**src/rtl/lzc_pipe.sv**
```systemverilog
// Pipelined leading/trailing zero, leading one and redundant-sign counter with normalising shift.
// Stage 0 builds a search vector and nibble flags; the last stage does priority combine and shift.
module lzc_pipe #(
  parameter int unsigned WIDTH = 32,
  parameter int unsigned PIPE  = 2,
  parameter int unsigned TAG_W = 4
) (
  input  logic                     clk,
  input  logic                     rst,
  input  logic                     in_valid,
  output logic                     in_ready,
  input  logic [WIDTH-1:0]         in_data,
  input  logic [1:0]               in_mode,
  input  logic [TAG_W-1:0]         in_tag,
  output logic                     out_valid,
  input  logic                     out_ready,
  output logic [$clog2(WIDTH)-1:0] out_count,
  output logic                     out_flag,
  output logic [WIDTH-1:0]         out_norm,
  output logic [TAG_W-1:0]         out_tag
);

  localparam int CW = $clog2(WIDTH);
  localparam int NG = WIDTH / 4;

  typedef struct packed {
    logic [WIDTH-1:0] data;
    logic [1:0]       mode;
    logic [TAG_W-1:0] tag;
    logic [WIDTH-1:0] srch;
    logic [NG-1:0]    gnz;
    logic [CW-1:0]    count;
    logic             flag;
    logic [WIDTH-1:0] norm;
  } pay_t;

  // Every mode is mapped onto a leading-zero search of srch. For LS the sign-compared
  // lower bits get a zero appended so an all-equal operand reads as an all-zero vector.
  function automatic pay_t prep(input logic [WIDTH-1:0] d, input logic [1:0] m,
                                input logic [TAG_W-1:0] t);
    pay_t p;
    p      = '0;
    p.data = d;
    p.mode = m;
    p.tag  = t;
    case (m)
      2'd0: p.srch = d;
      2'd1: p.srch = ~d;
      2'd2: for (int i = 0; i < int'(WIDTH); i++) p.srch[i] = d[int'(WIDTH)-1-i];
      default: p.srch = {d[WIDTH-2:0] ^ {(WIDTH-1){d[WIDTH-1]}}, 1'b0};
    endcase
    for (int g = 0; g < NG; g++) p.gnz[g] = |p.srch[4*g +: 4];
    return p;
  endfunction

  function automatic pay_t fin(input pay_t p);
    pay_t r;
    int   cnt;
    r   = p;
    cnt = 0;
    // Ascending scan: the highest non-empty nibble is written last and wins.
    for (int g = 0; g < NG; g++) begin
      if (p.gnz[g]) begin
        cnt = 4 * (NG - 1 - g) + (p.srch[4*g+3] ? 0 : p.srch[4*g+2] ? 1 :
                                  p.srch[4*g+1] ? 2 : 3);
      end
    end
    r.flag = ~|p.gnz;
    if (r.flag) cnt = int'(WIDTH) - 1;
    r.count = CW'(cnt);
    r.norm  = (p.mode == 2'd2) ? (p.data >> r.count) : (p.data << r.count);
    return r;
  endfunction

  pay_t            stg_q  [PIPE];
  pay_t            stg_in [PIPE];
  logic [PIPE-1:0] v_q;
  logic [PIPE-1:0] vin;
  logic [PIPE-1:0] rdy;

  always_comb begin
    stg_in[0] = prep(in_data, in_mode, in_tag);
    vin[0]    = in_valid;
    for (int k = 1; k < int'(PIPE); k++) begin
      stg_in[k] = stg_q[k-1];
      vin[k]    = v_q[k-1];
    end
    stg_in[PIPE-1] = fin(stg_in[PIPE-1]);
    // A stage may load if any stage at or after it is empty, or the output drains.
    for (int k = 0; k < int'(PIPE); k++) begin
      rdy[k] = out_ready;
      for (int j = k; j < int'(PIPE); j++) begin
        if (!v_q[j]) rdy[k] = 1'b1;
      end
    end
  end

  always_ff @(posedge clk or posedge rst) begin
    if (rst) begin
      v_q <= '0;
      for (int k = 0; k < int'(PIPE); k++) stg_q[k] <= '0;
    end else begin
      for (int k = 0; k < int'(PIPE); k++) begin
        if (rdy[k]) begin
          v_q[k] <= vin[k];
          if (vin[k]) stg_q[k] <= stg_in[k];
        end
      end
    end
  end

  assign in_ready  = rdy[0] && !rst;
  assign out_valid = v_q[PIPE-1];
  assign out_count = stg_q[PIPE-1].count;
  assign out_flag  = stg_q[PIPE-1].flag;
  assign out_norm  = stg_q[PIPE-1].norm;
  assign out_tag   = stg_q[PIPE-1].tag;

endmodule

```
**config.mk**
```make
export PLATFORM = sky130hd
export DESIGN_NAME = lzc_pipe
export DESIGN_NICKNAME = d
export VERILOG_FILES = /design/src/rtl/lzc_pipe.sv
export SDC_FILE = /design/constraint.sdc
export NUM_CORES = 1
export LEC_CHECK = 0
export CORE_MARGIN = 2
export CORE_UTILIZATION = 47
export CTS_BUF_LIST = sky130_fd_sc_hd__clkbuf_8
export CTS_CLUSTER_DIAMETER = 100
export DETAILED_ROUTE_END_ITERATION = 6
export PLACE_DENSITY = 0.75
export SYNTH_ARGS = -nofsm -noshare
export SYNTH_HDL_FRONTEND = slang
export SYNTH_SLANG_ARGS = --single-unit
```
**constraint.sdc**
```tcl
create_clock -name clk -period 5.3 [get_ports clk]
set_input_delay 1.06 -clock clk [delete_from_list [all_inputs] [get_ports clk]]
set_output_delay 1.06 -clock clk [all_outputs]
set_load 0.01 [all_outputs]
```
==> results_dict.tcl <==
set metrics [dict create \
    power-per-cell-area_nw_per_um2 439.2 \
    die_area_um2 21060 \
    synth-warning-count 0 \
    core_um2 19530 \
    outcome "finished, final reports clean" \
    globalRouteMet1Util 0.4395 \
    power_leakage_uw 0.004249 \
    drtIter0Drc 1126 \
    start_util 0.4794 \
    cp_max_fo 24 \
    cts.clk_slew.worst_paths_ns 0.08 \
    hold_violations 0 \
    fp-row-count 51 \
    synthToLayoutAreaGrowth_pct 15.04 \
    wl_per_cell_um 25.01 \
    max_freq_mhz 236.3 \
    fin_util 0.5515 \
    nets 1157 \
    synth_common_cells "dfrtp_1 (114), nand2_1 (112), mux2_2 (85)" \
    cp-start-kind "flop" \
    cts_hold_buf 0 \
    r2r-start "stg_in[43]" \
    synth_nets 1119 \
    required_ns 5.71 \
    cts_resized 0 \
    synth_cells 1077 \
    cp-startpoint "stg_in[43]" \
    yosysMostFrequentCell "dfrtp_1" \
    fin_skew_ns 0.01427 \
    firstDrtPassIters 6 \
    min_from "stg_in[80]" \
    yosysTopAreaCellShare 0.3047 \
    hp-class "reg -> reg" \
    seq_area_frac_synth 0.3047 \
    tritoncts "yes" \
    yosysTopAreaCell "dfrtp_1" \
    period_share 0.7985 \
    antenna_found_initial 1 \
    dp.cells 1361 \
    use_met2 0.4924 \
    cts_buffers 17 \
    rsz0062_at_grt "no" \
    worstPathArrival_ns 4.64 \
    io_pins 86 \
    peakVddDrop_mv 0.2331 \
    fin_crit_ns 4.232 \
    die_x_um 145.1 \
    finalSetupTns_ns 0 \
    maxCapViolations 0 \
    io_buffers 85 \
    synthTopCellsByArea "dfrtp_1 (30%), mux2_2 (10%), mux2i_1 (8.6%), xnor2_1 (5.0%), nand2_1 (4.5%)" \
    path_class "reg -> reg" \
    clkSinkCount 114 \
    async_reset_ff_frac 1.000 \
    cp-end-kind "flop" \
    finalWirelength_mm 34.85 \
    ys_types 70 \
    cts_root_buf "clkbuf_8" \
    dp_hpwl_mm 25.96 \
    gp_congestion 1.006 \
    slew_violations 0 \
    syn_area_um2 9361 \
    die_h_um 145.1 \
    synth_enable_flop_cells 0 \
    viasPerCell 6.632 \
    drc 0 \
    grt_pass1_vias 8587 \
    use_met3 0.07673 \
    synth-seq-cells 114 \
    tightest_slew_ns 1.186 \
    cts_max_level 4 \
    post_cts_buffers 0 \
    clkLatencyLatePin_ns 0.47 \
    grt_max_degree 97 \
    slew_headroom 0.2048 \
    grt.total_usage 0.3274 \
    stdcell_count 1393 \
    top_usage_layer "met2" \
    via_count 9238 \
    synth_ff_type "dfrtp_1" \
    clk_path_buf_depth 2 \
    antenna_cells 0 \
    avgSynthCellArea_um2 8.692 \
    fill_cells 1811 \
    drive_gt1_frac 0.1489 \
    grt_pass1_wl_mm 52.83 \
    r2r_cells 9 \
    ant_nets 0 \
    hold_depth 2 \
    grt.overflow.total 0 \
    setup_viol 0 \
]
[sequential cells by signal, summed over array words and instances, names as in the netlist]
register,cells
out_tag,4
out_flag,1
out_count,5
v_q,2
stg_in,70
out_norm,32
[cell families (layout without fill, tap and decap cells)]
logic type	count (synthesis)	in the layout	synth area share
DFF	114	114	0.3047
and+or+nand+nor	310	310	0.1573
muxes	168	168	0.1950
xor gates and xnor gates	62	62	0.05801
buffers and inverters	103	154	0.05105
AOI/OAI and AO/OA	320	320	0.2339
[metal layers]
metal  part of all wire  wire length [um]  vias to the layer above
li1                   -                 -                     4125
met1               0.41             14310                     4401
met2               0.44             15380                      589
met3              0.097              3394                      123
met4              0.051              1770                        0
met5                  0                 0                        -
[layout by cell type, fill, tap and decap left out, types with 8 or more instances in the layout]
cell type / Yosys / final
o21ai_0: 80 / 80
nor4_1: 10 / 10
buf_4: 6 / 29
a21oi_1: 40 / 40
a31oi_1: 21 / 21
nand2_1: 112 / 111
nand4_1: 12 / 12
mux2_2: 85 / 85
and3_1: 8 / 8
clkdlybuf4s50_1: 0 / 82
xnor2_1: 53 / 53
mux2i_1: 80 / 80
a221oi_1: 11 / 11
nand3_1: 39 / 38
nor2_1: 73 / 73
inv_1: 9 / 8
nor2b_1: 10 / 10
a211oi_1: 9 / 9
clkbuf_8: 0 / 20
xor2_1: 9 / 9
a22oi_1: 11 / 11
dfrtp_1: 114 / 114
o211ai_1: 56 / 56
o31ai_1: 19 / 18
nand2b_1: 10 / 10
nor3_1: 10 / 8
[where the power goes]
part / internal, uW / total [uW] / switching (uW)
clock: 503 / 913 / 410
sequential: 1080 / 1310 / 228
combinational: 1030 / 2510 / 1480
total: 2610 / 4730 / 2120
[area by class of cell]
| type | instances | area [um^2] | area share |
|---|---|---|---|
| inverters | 9 | 36.28 | 0.003369 |
| repair buffers | 113 | 1049 | 0.09736 |
| clock inverters | 12 | 153.9 | 0.01429 |
| clock buffers | 20 | 275.3 | 0.02556 |
| flip-flops and latches | 114 | 2853 | 0.2649 |
| well taps | 265 | 331.6 | 0.03079 |
| multi-input cells | 860 | 6071 | 0.5637 |
[worst paths after layout]
| kind | end | slack, ns |
|---|---|---|
| worst min-delay path | out_tag[2] | 0.47 |
| min in group asynchronous | out_norm[17] | 1.09 |
| worst min register to register | out_tag[2] | 0.47 |
| max in group asynchronous | stg_in[80] | 3.28 |
| worst max-delay path | out_norm[29] | 1.07 |
| worst max register to register | out_norm[29] | 1.07 |
[worst max-delay path, cell delays in order (launching register included)]
cell	delay [ns]
dfrtp_1	0.55
nor4_4	0.60
and3_1	0.70
a211oi_1	0.18
nand3_2	0.54
buf_4	0.35
mux2i_1	0.63
mux2i_1	0.21
o221ai_1	0.23
o32a_1	0.17
[stage by stage]
step	setup slack, ns	hold WS [ns]	area, um^2	total power, uW
6_report	1.068	0.4706	10770	4730
5_1_grt	0.9150	0.4868	10770	4935
4_1_cts	1.199	0.4741	10770	4650
3_5_place_dp	1.224	0.4562	10340	3738
3_3_place_gp	1.267	0.4458	10340	3736
2_1_floorplan	1.224	0.4331	9361	2816
Power figures use the tool's default switching activity.
